===== src/rtl/counter_controller_pkg.sv =====
// Shared encodings for the counter sequencing FSM and its datapath control lines.
package counter_controller_pkg;

  typedef enum logic [2:0] {
    ST_IDLE   = 3'd0,
    ST_CLR    = 3'd1,
    ST_UP     = 3'd2,
    ST_DOWN   = 3'd3,
    ST_PAUSED = 3'd4,
    ST_DONE   = 3'd5
  } state_t;

  localparam logic OP_ADD = 1'b0;
  localparam logic OP_SUB = 1'b1;

  localparam logic DIR_UP   = 1'b0;
  localparam logic DIR_DOWN = 1'b1;

  localparam logic MODE_ONESHOT = 1'b0;
  localparam logic MODE_BOUNCE  = 1'b1;

endpackage


===== src/rtl/counter_controller_prescale_tick.sv =====
// Step-rate prescaler: tick is high while the count sits at PRESCALE-1.
// The count advances only when enabled, holds otherwise, and restart clears it.
module prescale_tick #(
  parameter int unsigned PRESCALE = 1
) (
  input  logic clk,
  input  logic reset,
  input  logic enable,
  input  logic restart,
  output logic tick
);

  localparam int unsigned PS_W = $clog2(PRESCALE + 1);
  localparam logic [PS_W-1:0] LAST = PS_W'(PRESCALE - 1);

  logic [PS_W-1:0] count;

  assign tick = (count == LAST);

  // Prescaler count: clear on restart, wrap on tick, hold when not enabled.
  always_ff @(posedge clk or negedge reset) begin
    if (!reset) begin
      count <= '0;
    end else if (restart) begin
      count <= '0;
    end else if (enable) begin
      count <= tick ? '0 : count + PS_W'(1);
    end
  end

endmodule


===== src/rtl/counter_controller.sv =====
// Sequencing FSM for the 16-bit counter datapath: one-shot up/down and bounce
// modes, prescaled step rate, pause and abort.
module counter_controller #(
  parameter int unsigned PRESCALE = 1
) (
  input  logic       clk,
  input  logic       reset,
  input  logic       start,
  input  logic       dir,
  input  logic       mode,
  input  logic       pause,
  input  logic       abort,
  input  logic       z,
  input  logic       m,
  output logic       op,
  output logic       c_ld,
  output logic       c_clr,
  output logic       busy,
  output logic       done,
  output logic [2:0] state_out
);

  import counter_controller_pkg::*;

  state_t state, state_nx;
  logic   mode_q;
  logic   saved_dir;
  logic   tick;
  logic   counting;
  logic   term;
  logic   ps_enable;
  logic   ps_restart;

  assign counting = (state == ST_UP) || (state == ST_DOWN);
  // Terminal flag for the direction currently being counted.
  assign term     = (state == ST_DOWN) ? z : m;

  // The prescaler only advances on cycles that could actually step C; a
  // bounce turn-around restarts it so each direction begins a fresh period.
  assign ps_enable  = counting && !abort && !pause && !term;
  assign ps_restart = (state == ST_IDLE) || (state == ST_CLR) || (state == ST_DONE) ||
                      (counting && !abort && !pause && term);

  prescale_tick #(.PRESCALE(PRESCALE)) u_prescale (
    .clk     (clk),
    .reset   (reset),
    .enable  (ps_enable),
    .restart (ps_restart),
    .tick    (tick)
  );

  // State register.
  always_ff @(posedge clk or negedge reset) begin
    if (!reset) begin
      state <= ST_IDLE;
    end else begin
      state <= state_nx;
    end
  end

  // Run mode captured at start; last counting direction kept for pause/resume and op hold.
  always_ff @(posedge clk or negedge reset) begin
    if (!reset) begin
      mode_q    <= MODE_ONESHOT;
      saved_dir <= DIR_UP;
    end else begin
      if ((state == ST_IDLE) && start && !abort) begin
        mode_q <= mode;
      end
      if (state == ST_UP) begin
        saved_dir <= DIR_UP;
      end else if (state == ST_DOWN) begin
        saved_dir <= DIR_DOWN;
      end
    end
  end

  // Next-state logic; in UP/DOWN the priority is abort > pause > terminal flag.
  always_comb begin
    state_nx = state;
    case (state)
      ST_IDLE: begin
        if (!abort && start) begin
          state_nx = (dir == DIR_DOWN) ? ST_DOWN : ST_CLR;
        end
      end
      ST_CLR: state_nx = abort ? ST_IDLE : ST_UP;
      ST_UP, ST_DOWN: begin
        if (abort) begin
          state_nx = ST_IDLE;
        end else if (pause) begin
          state_nx = ST_PAUSED;
        end else if (term) begin
          if (mode_q == MODE_BOUNCE) begin
            state_nx = (state == ST_UP) ? ST_DOWN : ST_UP;
          end else begin
            state_nx = ST_DONE;
          end
        end
      end
      ST_PAUSED: begin
        if (abort) begin
          state_nx = ST_IDLE;
        end else if (!pause) begin
          state_nx = (saved_dir == DIR_DOWN) ? ST_DOWN : ST_UP;
        end
      end
      ST_DONE: state_nx = ST_IDLE;
      default: state_nx = ST_IDLE;
    endcase
  end

  // Output decode; loads and clears are gated by abort/pause/terminal flag in the same cycle.
  always_comb begin
    op    = saved_dir;
    c_ld  = 1'b0;
    c_clr = 1'b0;
    busy  = 1'b0;
    done  = 1'b0;
    case (state)
      ST_CLR: begin
        busy  = 1'b1;
        c_clr = !abort;
      end
      ST_UP: begin
        busy = 1'b1;
        op   = OP_ADD;
        c_ld = tick && !m && !pause && !abort;
      end
      ST_DOWN: begin
        busy = 1'b1;
        op   = OP_SUB;
        c_ld = tick && !z && !pause && !abort;
      end
      ST_PAUSED: busy = 1'b1;
      ST_DONE:   done = 1'b1;
      default: ;
    endcase
  end

  assign state_out = state;

endmodule

===== config.mk =====
export PLATFORM = sky130hd
export DESIGN_NAME = counter_controller
export DESIGN_NICKNAME = d
export VERILOG_FILES = /design/src/rtl/counter_controller_pkg.sv /design/src/rtl/counter_controller_prescale_tick.sv /design/src/rtl/counter_controller.sv
export SDC_FILE = /design/constraint.sdc
export NUM_CORES = 1
export LEC_CHECK = 0
export ABC_AREA = 1
export BUFFER_PORTS_ARGS = -buffer_cell sky130_fd_sc_hd__buf_2
export CAP_MARGIN = 0
export CORE_AREA = 2 2 39 41
export CTS_CLUSTER_DIAMETER = 120
export DETAILED_ROUTE_END_ITERATION = 6
export DIE_AREA = 0 0 41 43
export GPL_ROUTABILITY_DRIVEN = 1
export PLACE_DENSITY_LB_ADDON = 0.2
export SLEW_MARGIN = 0
export SYNTH_ARGS = -nofsm -noshare
export SYNTH_HDL_FRONTEND = slang
export SYNTH_SLANG_ARGS = --single-unit

===== constraint.sdc =====
create_clock -name clk -period 1.55 [get_ports clk]
set_input_delay 0.155 -clock clk [delete_from_list [all_inputs] [get_ports clk]]
set_output_delay 0.155 -clock clk [all_outputs]
set_load 0.03 [all_outputs]

==> impl_results.md, run 1 <==
* Top_reg_cell synth: dfrtp_1
* Top post-synthesis cells by area: dfrtp_1 29%, nand2_1 16%, inv_1 8.8%
* Ports at 17
* Core area at around 1400 µm²
* Total grt overflow at 0
* Routed wire length at 943 µm
* Total GRT Usage at between 10% and 20%
* Crit path launch type: flop
* Final WS setup at ~110 ps
* Syn Area/Cell at ~6.6 µm²
* CP max-delay cell: dfrtp_2
* # fillers at about 160
* Clock power share at around an eighth
* Setup TNS Final at 0 ps
* CP arrival at 1290 ps
* P_int at 0.000503 W
* Share of layout cells above drive strength 1 at 40.0%
* RePlAce Congestion at ~0.85
* Fin. Hold Viols at 0
* Initial antenna violation count at 0
* Peak supply drop at approximately 1000 µV
* Async set or reset register ratio after synthesis at 100%
* Status: completed
* Number of CTS-inserted buffers at 3
* Post-CTS setup buffers at 0
* Largest net degree at the start of global routing at 12
* CTS H-tree lvls at 1
* Diodes inserted at 0
* Endpoint class of the critical path: primary output
* Most frequent cells after synthesis: 18 x nand2_1, 10 x inv_1, 7 x nor2_1, 5 x dfrtp_1
* CTS root buffer: clkbuf_4
* Hold Slack at roughly 180 ps
* Vias in the first global route at between 300 and 400
* LEAKAGE at ~0.33 nW
* Total number of vias at about 470
* Share of the synthesized area in the top cell type at between 20 and 30%
* Crit path largest cell delay at roughly 480 ps
* Die height at between 40 and 50 µm
* Seq/Total Area, Yosys at a little under 30%
* Skew final at between 0.5 and 0.6 ps
* Post-layout min period at approximately 1400 ps
* Critical path class: flop to primary output
* Max-slew violations at 0
* Area after DPL at 520 µm²
* Sequential share of power at 25.9%
* Syn Inst Count at 65
* FP Rows at 14
* CP max FO at 11
* Period utilization at between 90% and 100%
* Yosys reg bits at 5
* Max_slew headroom at between 80% and 90%
* Drt via density at ~4.6
* Worst Hold Class: primary input to flop
* Gate power share at between 60% and 70%
* Top-count cell post-synth: nand2_1
* Fmax at just under 0.7 GHz
* First-pass GRT wire length at 1390 µm
* DR pass1 iterations at 4
* Cell taking the most area after synthesis: dfrtp_1
* Final-report setup violation count at 0
* RSZ-0062 raised after global routing: no
* Slew @ Worst Pin at 237 ps
* Clock Sinks at 5
* Layout area overhead at 33.4%
* Design Power at between 0.001 and 0.0015 W
* Yosys cell types at 17
* Initial core utilization at a little under a third
* CTS tree: done
* Initial DRC Count at 12
* Final nets at 95
* Post-synth EDFFs at 0
* Sw Ratio at between 50% and 60%
* Port-buffer cells at 16
* Setup WS pre-CTS at 297 ps
* Latest clock arrival within the worst-skew pair at about 240 ps
* Die width at just over 40 µm
* Avg WL per Cell at between 9 and 10 µm
* Synthesized Nets at 74
* CP required at 1390 ps
* Die footprint at around 1800 µm²
* CTS max path bufs at 2
* Mapped Area at 427 µm²
* Max-Cap Viols at 0
* Clk slew on worst S/H paths at 40 ps
* P_sw at a little under 0.0006 W
* Antenna Nets Post-Route at 0
* YS warnings at 0
* DRC at 0
* Cell area power density at 1920 nW/µm²
* CP cell instances: nor2_4 > xor2_1 > buf_2
* Design area at 569 µm²
* Post-DP HPWL at around 800 µm
[critical path: cells and delay by family (launching register included)]
| kind | cells | cell delay [ps] |
|---|---|---|
| xor gates and xnor gates | 1 | 150 |
| buffers and inverters | 1 | 210 |
| DFF | 1 | 480 |
| and+or+nand+nor | 1 | 200 |
[power groups by stage]
stage	Clock (W)	Sequential, W	Combinational [W]
final	0.000144	0.000282	0.000665
after global routing	0.000167	0.000288	0.000732
after CTS	0.000149	0.000274	0.000665
after detailed placement	0	0.000276	0.000662
after global placement	0	0.000273	0.000662
after floorplan	0	0.000292	0.000503
[flip-flops by register name (all words and copies together) (netlist names)]
register   count
mode_q         1
saved_dir      1
state_out      3
[per-layer routing]
metal  track usage [%]  vias up  routed length (µm)  share of wire (%)
li1                  -      242                   -                  -
met1              15.0      210                 402                 43
met2              17.2       16                 467                 50
met3              9.42        0                  73                7.7
met4                 0        0                   0                  0
met5                 0        -                   0                  0
[area by class of cell]
class,count,area [µm²],share of cell area (%)
clock buffer,4,26.3,4.62
inverter,12,47.5,8.35
multi-input combinational,47,255,44.8
sequential,5,128,22.4
tap,16,20.0,3.52
timing repair buffer,17,92.6,16.3
[layout by cell type, fill, tap and decap left out, types with 2 or more instances in the layout]
cell type / netlist / final
nand2_1: 18 / 18
dfrtp_1: 5 / 3
a21oi_1: 2 / 2
nand3_1: 4 / 4
nor2_1: 7 / 7
dfrtp_2: 0 / 2
buf_2: 0 / 15
nand3_2: 3 / 3
a31oi_1: 2 / 2
nor2_4: 2 / 3
clkbuf_4: 0 / 3
inv_1: 10 / 10
nor2_2: 4 / 3
[logic make-up (layout without fill, tap and decap cells)]
logic type / count (synthesis) / count (layout) / share of synthesized area [%]
AO/OA/AOI/OAI: 5 / 5 / 6.45
XOR/XNOR: 1 / 1 / 2.05
buffers and inverters: 13 / 33 / 13.2
flip-flops: 5 / 5 / 29.3
AND/OR/NAND/NOR: 41 / 41 / 49.0
[what timing repair did]
item,4_1_cts,5_1_grt
gates resized for setup,0,6
endpoints found under the setup margin,0,3
hold buffers,1,0
hold endpoints to repair,5,0
[final timing paths]
check | start | endpoint | slack [ps] | cells past startpoint
setup / recovery | state_out[1]$_DFFE_PN0P_ | busy | 110 | 3
hold / removal | mode | mode_q$_DFFE_PN0P_ | 180 | 3
setup reg to reg | state_out[1]$_DFFE_PN0P_ | state_out[0]$_DFFE_PN0P_ | 400 | 6
hold reg to reg | mode_q$_DFFE_PN0P_ | mode_q$_DFFE_PN0P_ | 550 | 2
max in group asynchronous | reset | state_out[2]$_DFFE_PN0P_ | 1130 | 2
min in group asynchronous | reset | saved_dir$_DFFE_PN0P_ | 270 | 2
[metrics by stage]
stage | utilization, % | cells
after floorplan | - | 65
after global placement | 37.6 | 96
after detailed placement | 37.6 | 96
after CTS | 40.2 | 101
after global routing | 41.1 | 101
final | 41.1 | 101
(Power assumes the default switching activity.)
==> run 2, diff against run 1 <==
--- a/config.mk
+++ b/config.mk
@@ -8,10 +8,12 @@
 export ABC_AREA = 1
 export BUFFER_PORTS_ARGS = -buffer_cell sky130_fd_sc_hd__buf_2
 export CAP_MARGIN = 0
-export CORE_AREA = 2 2 39 41
+export CELL_PAD_IN_SITES_DETAIL_PLACEMENT = 1
+export CELL_PAD_IN_SITES_GLOBAL_PLACEMENT = 1
+export CORE_AREA = 5 5 43 45
 export CTS_CLUSTER_DIAMETER = 120
 export DETAILED_ROUTE_END_ITERATION = 6
-export DIE_AREA = 0 0 41 43
+export DIE_AREA = 0 0 48 50
 export GPL_ROUTABILITY_DRIVEN = 1
 export PLACE_DENSITY_LB_ADDON = 0.2
 export SLEW_MARGIN = 0
==> run 2 against run 1 <==
Setup slack worse by 20 ps. Maximum frequency fell by 1.4%. Sequential power about the same. Combinational power up 3.2%. First-iteration DRC count is 92% lower. Register-to-register slack got worse by 80 ps. Critical path depth grew 1. Via count is 2.4% lower. Utilization fell by 1.2 points. Design area up 0.88%.
==> impl_results.md, run 2 (synthesized netlist as in run 1, its figures left out) <==
* Commonest non-fill, non-tap cell in the layout: nand2_1
* Final-report setup violation count at 0
* CTS tree: done
* Sw Ratio at 53.6%
* P_int at 0.000520 W
* Antenna Nets Post-Route at 0
* CP cell instances: nor2_4 > nand3_2 > nor2_2 > buf_2
* Diodes inserted at 0
* Die footprint at approximately 2400 µm²
* Layout area overhead at 34.6%
* CP required at 1390 ps
* Vias in the first global route at between 400 and 500
* Crit path largest cell delay at ~460 ps
* Critical path class: flop to primary output
* Drt via density at 4.48
* Sequential share of power at about a quarter
* Gate power share at about three fifths
* Peak supply drop at 569 µV
* Initial antenna violation count at 0
* CP arrival at 1310 ps
* Share of layout cells above drive strength 1 at about 40%
* Total number of vias at around 460
* Total grt overflow at 0
* Routed wire length at 1100 µm
* Ports at 17
* Slew @ Worst Pin at 234 ps
* Cell area power density at 1950 nW/µm²
* FP Rows at 14
* RePlAce Congestion at ~0.8
* Design Power at approximately 0.0011 W
* DRC at 0
* Fmax at around 0.68 GHz
* P_sw at 0.000601 W
* CP max-delay cell: dfrtp_2
* Crit path launch type: flop
* RSZ-0062 raised after global routing: no
* Die height at 50 µm
* Skew final at 5.89 ps
* Clock Sinks at 5
* Total GRT Usage at a little over a tenth
* CP max FO at 5
* Die width at around 48 µm
* Initial core utilization at 29.7%
* Latest clock arrival within the worst-skew pair at 250 ps
* Max-slew violations at 0
* Core area at 1440 µm²
* Avg WL per Cell at between 10 and 15 µm
* Period utilization at between 90% and 100%
* Clk slew on worst S/H paths at roughly 40 ps
* Max-Cap Viols at 0
* Largest register FFs at 3
* Port-buffer cells at 16
* Initial DRC Count at 1
* Number of CTS-inserted buffers at 3
* Clock power share at between 10% and 20%
* First-pass GRT wire length at about 1700 µm
* CTS max path bufs at 2
* Max_slew headroom at about 84%
* Worst Hold Class: primary input to flop
* Most frequent cells in the layout: 18 x nand2_1, 16 x buf_2, 10 x inv_1
* DR pass1 iterations at 2
* Largest net degree at the start of global routing at 12
* Setup TNS Final at 0 ps
* Final nets at 96
* Status: completed
* CTS root buffer: clkbuf_4
* Fin. Hold Viols at 0
* Endpoint class of the critical path: primary output
* CTS H-tree lvls at 1
* LEAKAGE at ~0.33 nW
* Post-DP HPWL at between 800 and 900 µm
* Post-layout min period at 1460 ps
## run 2: cell count changes in the layout (fill, tap and decap cells not counted)
cell   change
buf_2      +1
## run 2: area by class of cell
| class | count | area [µm²] |
|---|---|---|
| inverters | 12 | 47.5 |
| fillers | 209 | 862 |
| flip-flops and latches | 5 | 128 |
| repair buffers | 18 | 97.6 |
| multi-input cells | 47 | 255 |
| clock buffers | 4 | 26.3 |
| well taps | 16 | 20.0 |
## run 2: critical path, delay by kind of cell, from the launching register on
kind | cells | cell delay [ps]
DFF | 1 | 460
buffers and inverters | 1 | 210
and+or+nand+nor | 3 | 390
## run 2: power groups by stage
stage | Sequential, W | Clock, W | Combinational [W]
CTS | 0.000278 | 0.000164 | 0.000677
finish | 0.000280 | 0.000156 | 0.000686
floorplan | 0.000292 | 0 | 0.000503
global placement | 0.000273 | 0 | 0.000673
detailed placement | 0.000277 | 0 | 0.000669
global route | 0.000296 | 0.000169 | 0.000761
## run 2: path summary, 6_finish.rpt
path	from	endpoint	slack, ps	cells past startpoint
worst max-delay path	state_out[2]$_DFFE_PN0P_	c_ld	90	4
worst min-delay path	mode	mode_q$_DFFE_PN0P_	190	3
worst max register to register	state_out[1]$_DFFE_PN0P_	state_out[0]$_DFFE_PN0P_	320	7
worst min register to register	mode_q$_DFFE_PN0P_	mode_q$_DFFE_PN0P_	560	2
max in group asynchronous	reset	state_out[2]$_DFFE_PN0P_	1140	2
min in group asynchronous	reset	saved_dir$_DFFE_PN0P_	250	2
## run 2: layer usage
layer	global-route usage [%]	wire (µm)	vias to the layer above
li1	-	-	242
met3	6.55	89	2
met2	14.8	530	12
met5	0	0	-
met4	5.38	12	0
met1	11.9	466	201
## run 2: per-stage QoR
stage                     hold slack (ps)  worst slack (ps)  std cells  util [%]  instance area, µm²
after floorplan                      -141              48.4         65         -                 432
after global placement              -23.9               282         96      36.2                 520
after detailed placement            -24.4               276         96      36.2                 520
after CTS                             189              6.37        101      39.1                 562
after global routing                  201              2.14        102      40.0                 574
final                                 192              89.1        102      40.0                 574
## run 2: timing repair
action | 4_1_cts | 5_1_grt
setup endpoints to repair | 1 | 3
hold buffers | 1 | 0
buffers inserted | 0 | 1
pin swaps | 0 | 1
resized for setup | 1 | 3
endpoints found under the hold margin | 5 | 0
gates cloned | 0 | 0
==> run 3, diff against run 2 <==
--- a/config.mk
+++ b/config.mk
@@ -10,13 +10,15 @@
 export CAP_MARGIN = 0
 export CELL_PAD_IN_SITES_DETAIL_PLACEMENT = 1
 export CELL_PAD_IN_SITES_GLOBAL_PLACEMENT = 1
-export CORE_AREA = 5 5 43 45
+export CORE_AREA = 5 5 44 46
 export CTS_CLUSTER_DIAMETER = 120
 export DETAILED_ROUTE_END_ITERATION = 6
-export DIE_AREA = 0 0 48 50
+export DIE_AREA = 0 0 49 51
 export GPL_ROUTABILITY_DRIVEN = 1
-export PLACE_DENSITY_LB_ADDON = 0.2
+export GPL_TIMING_DRIVEN = 1
+export PLACE_DENSITY = 0.78
 export SLEW_MARGIN = 0
 export SYNTH_ARGS = -nofsm -noshare
 export SYNTH_HDL_FRONTEND = slang
+export SYNTH_HIERARCHICAL = 1
 export SYNTH_SLANG_ARGS = --single-unit
==> run 3 against run 2 <==
Final cell count increased by 3.9%. Routed wire length increased by 15%. Utilization grew 2.8 points. Register-to-register slack worse by 80 ps. Clock power down 3%. Power rose by 6.1%.
==> impl_results.md, run 3 <==
* Crit path launch type: flop
* Initial antenna violation count at 0
* Drt via density at 4.50
* CTS max path bufs at 2
* CP max FO at 6
* CP required at 1390 ps
* Largest net degree at the start of global routing at 8
* Setup TNS Final at 0 ps
* Fmax at just under 0.7 GHz
* Max-slew violations at 0
* Critical path class: flop to primary output
* Layout Cells excl Fill at 106
* Final nets at 100
* LEAKAGE at 0.357 nW
* Layout area overhead at 39.7%
* Crit Reg-Reg Endpoint: state_out[0]$_DFFE_PN0P_
* Avg WL per Cell at around 12 µm
* First-pass GRT wire length at between 1500 and 2000 µm
* Max-Cap Viols at 0
* Fin. Hold Viols at 0
* Die height at just over 50 µm
* Number of CTS-inserted buffers at 3
* Die footprint at around 2500 µm²
* CTS H-tree lvls at 1
* RePlAce Congestion at 0.763
* Vias in the first global route at between 400 and 500
* Commonest non-fill, non-tap cell in the layout: buf_2
* FP Rows at 14
* CP arrival at 1320 ps
* Cell area power density at approximately 1900 nW/µm²
* CTS tree: done
* Min-Delay Endpoint: mode_q$_DFFE_PN0P_
* Port-buffer cells at 16
* Clock Sinks at 5
* CTS root buffer: clkbuf_4
* Total grt overflow at 0
* Skew final at 0.830 ps
* Post-DP HPWL at a little over 1000 µm
* Largest register FFs at 3
* Synthesized Nets at 75
* Antenna Nets Post-Route at 0
* Diodes inserted at 0
* Worst R2R Path Depth at 8
* DR pass1 iterations at 1
* YS warnings at 6
* WHS Path Cells at 3
* Clk slew on worst S/H paths at 40 ps
* Placed cells at 97
* Ports at 17
* Total number of vias at 477
* Peak supply drop at about 730 µV
* Die width at 49 µm
* Endpoint class of the critical path: primary output
* Syn Area/Cell at between 6 and 7 µm²
* Total GRT Usage at roughly 10%
* Worst Hold Class: primary input to flop
* Mapped Area at roughly 450 µm²
* Initial DRC Count at 0
* Critical R2R Launch: state_out[1]$_DFFE_PN0P_
* Post-layout min period at 1480 ps
* Routed wire length at roughly 1300 µm
* Core area at 1470 µm²
* DRC at 0
* Period utilization at a little over nine tenths
* Syn Inst Count at 66
* Share of layout cells above drive strength 1 at roughly 42%
* Initial core utilization at 30.6%
* Status: completed
* Final-report setup violation count at 0
* Hold path start: mode
* RSZ-0062 raised after global routing: no
* R2R setup slack at around 240 ps
* Most frequent cells in the layout: 14 x buf_2, 13 x nand2_1, 9 x nor2_1
* Latest clock arrival within the worst-skew pair at around 240 ps
run 3: cell types whose count changed in the layout (fill, tap and decap cells not counted), moves of 2 or more:
cell,previous run,this run
nor2_1,7,9
o21ai_0,1,3
o21ai_1,0,2
buf_4,1,4
buf_2,16,14
inv_1,10,8
nor2_2,3,1
buf_6,0,3
nand3_1,4,7
a31oi_1,2,0
nand2_1,18,13
run 3: routing by layer:
metal  wire (µm)  track usage (%)  up-vias
met5           0                0        -
li1            -                -      252
met3          38             1.45        2
met1         514             10.7      216
met2         690             19.3        7
met4          17             4.04        0
run 3: metrics by stage:
stage	setup slack [ps]	power (W)	utilization [%]	cell area (µm²)	hold WS, ps
finish	70.3	0.00119	42.8	629	176
global route	6.59	0.00129	42.8	629	177
CTS	0.0207	0.00110	39.6	583	178
detailed placement	226	0.000934	36.9	543	-21.7
global placement	267	0.000917	36.9	543	-25.5
floorplan	71.2	0.000763	-	458	-141
run 3: layout make-up:
class / instances / area, µm²
Inverter: 10 / 37.5
Multi-Input combinational cell: 48 / 268
Timing Repair Buffer: 23 / 151
Sequential cell: 5 / 126
Tap cell: 16 / 20.0
Fill cell: 220 / 842
Clock buffer: 4 / 26.3
run 3: worst max-delay path by stage:
| stage | from | to | slack [ps] | depth (start not counted) |
|---|---|---|---|---|
| after floorplan | state_out[1]$_DFFE_PN0P_ | busy | 70 | 3 |
| after global placement | state_out[2]$_DFFE_PN0P_ | c_ld | 270 | 6 |
| after detailed placement | state_out[2]$_DFFE_PN0P_ | c_ld | 230 | 6 |
| after CTS | state_out[2]$_DFFE_PN0P_ | c_ld | 0.02 | 6 |
| after global routing | state_out[2]$_DFFE_PN0P_ | c_ld | 7 | 6 |
| final | state_out[2]$_DFFE_PN0P_ | c_ld | 70 | 6 |
run 3: worst max-delay path, cell delays in order (launching register included):
cell and delay, ps:
dfrtp_2 440, inv_2 100, nand2_2 80, nor2_4 120, nand3_4 110, nor2_2 100
buf_6 140
run 3: power by group:
group          internal (W)  total [W]  switching, W
Clock             0.0000974   0.000151     0.0000541
Sequential         0.000186   0.000249     0.0000633
Combinational      0.000299   0.000789      0.000491
run 3: repair_timing:
item                                   in CTS  in global routing
endpoints found under the hold margin       5                  0
pin swaps                                   0                  3
hold buffers                                1                  0
cloned                                      0                  0
resized for setup                           2                  5
setup endpoints to repair                   1                  2
setup buffers                               0                  4
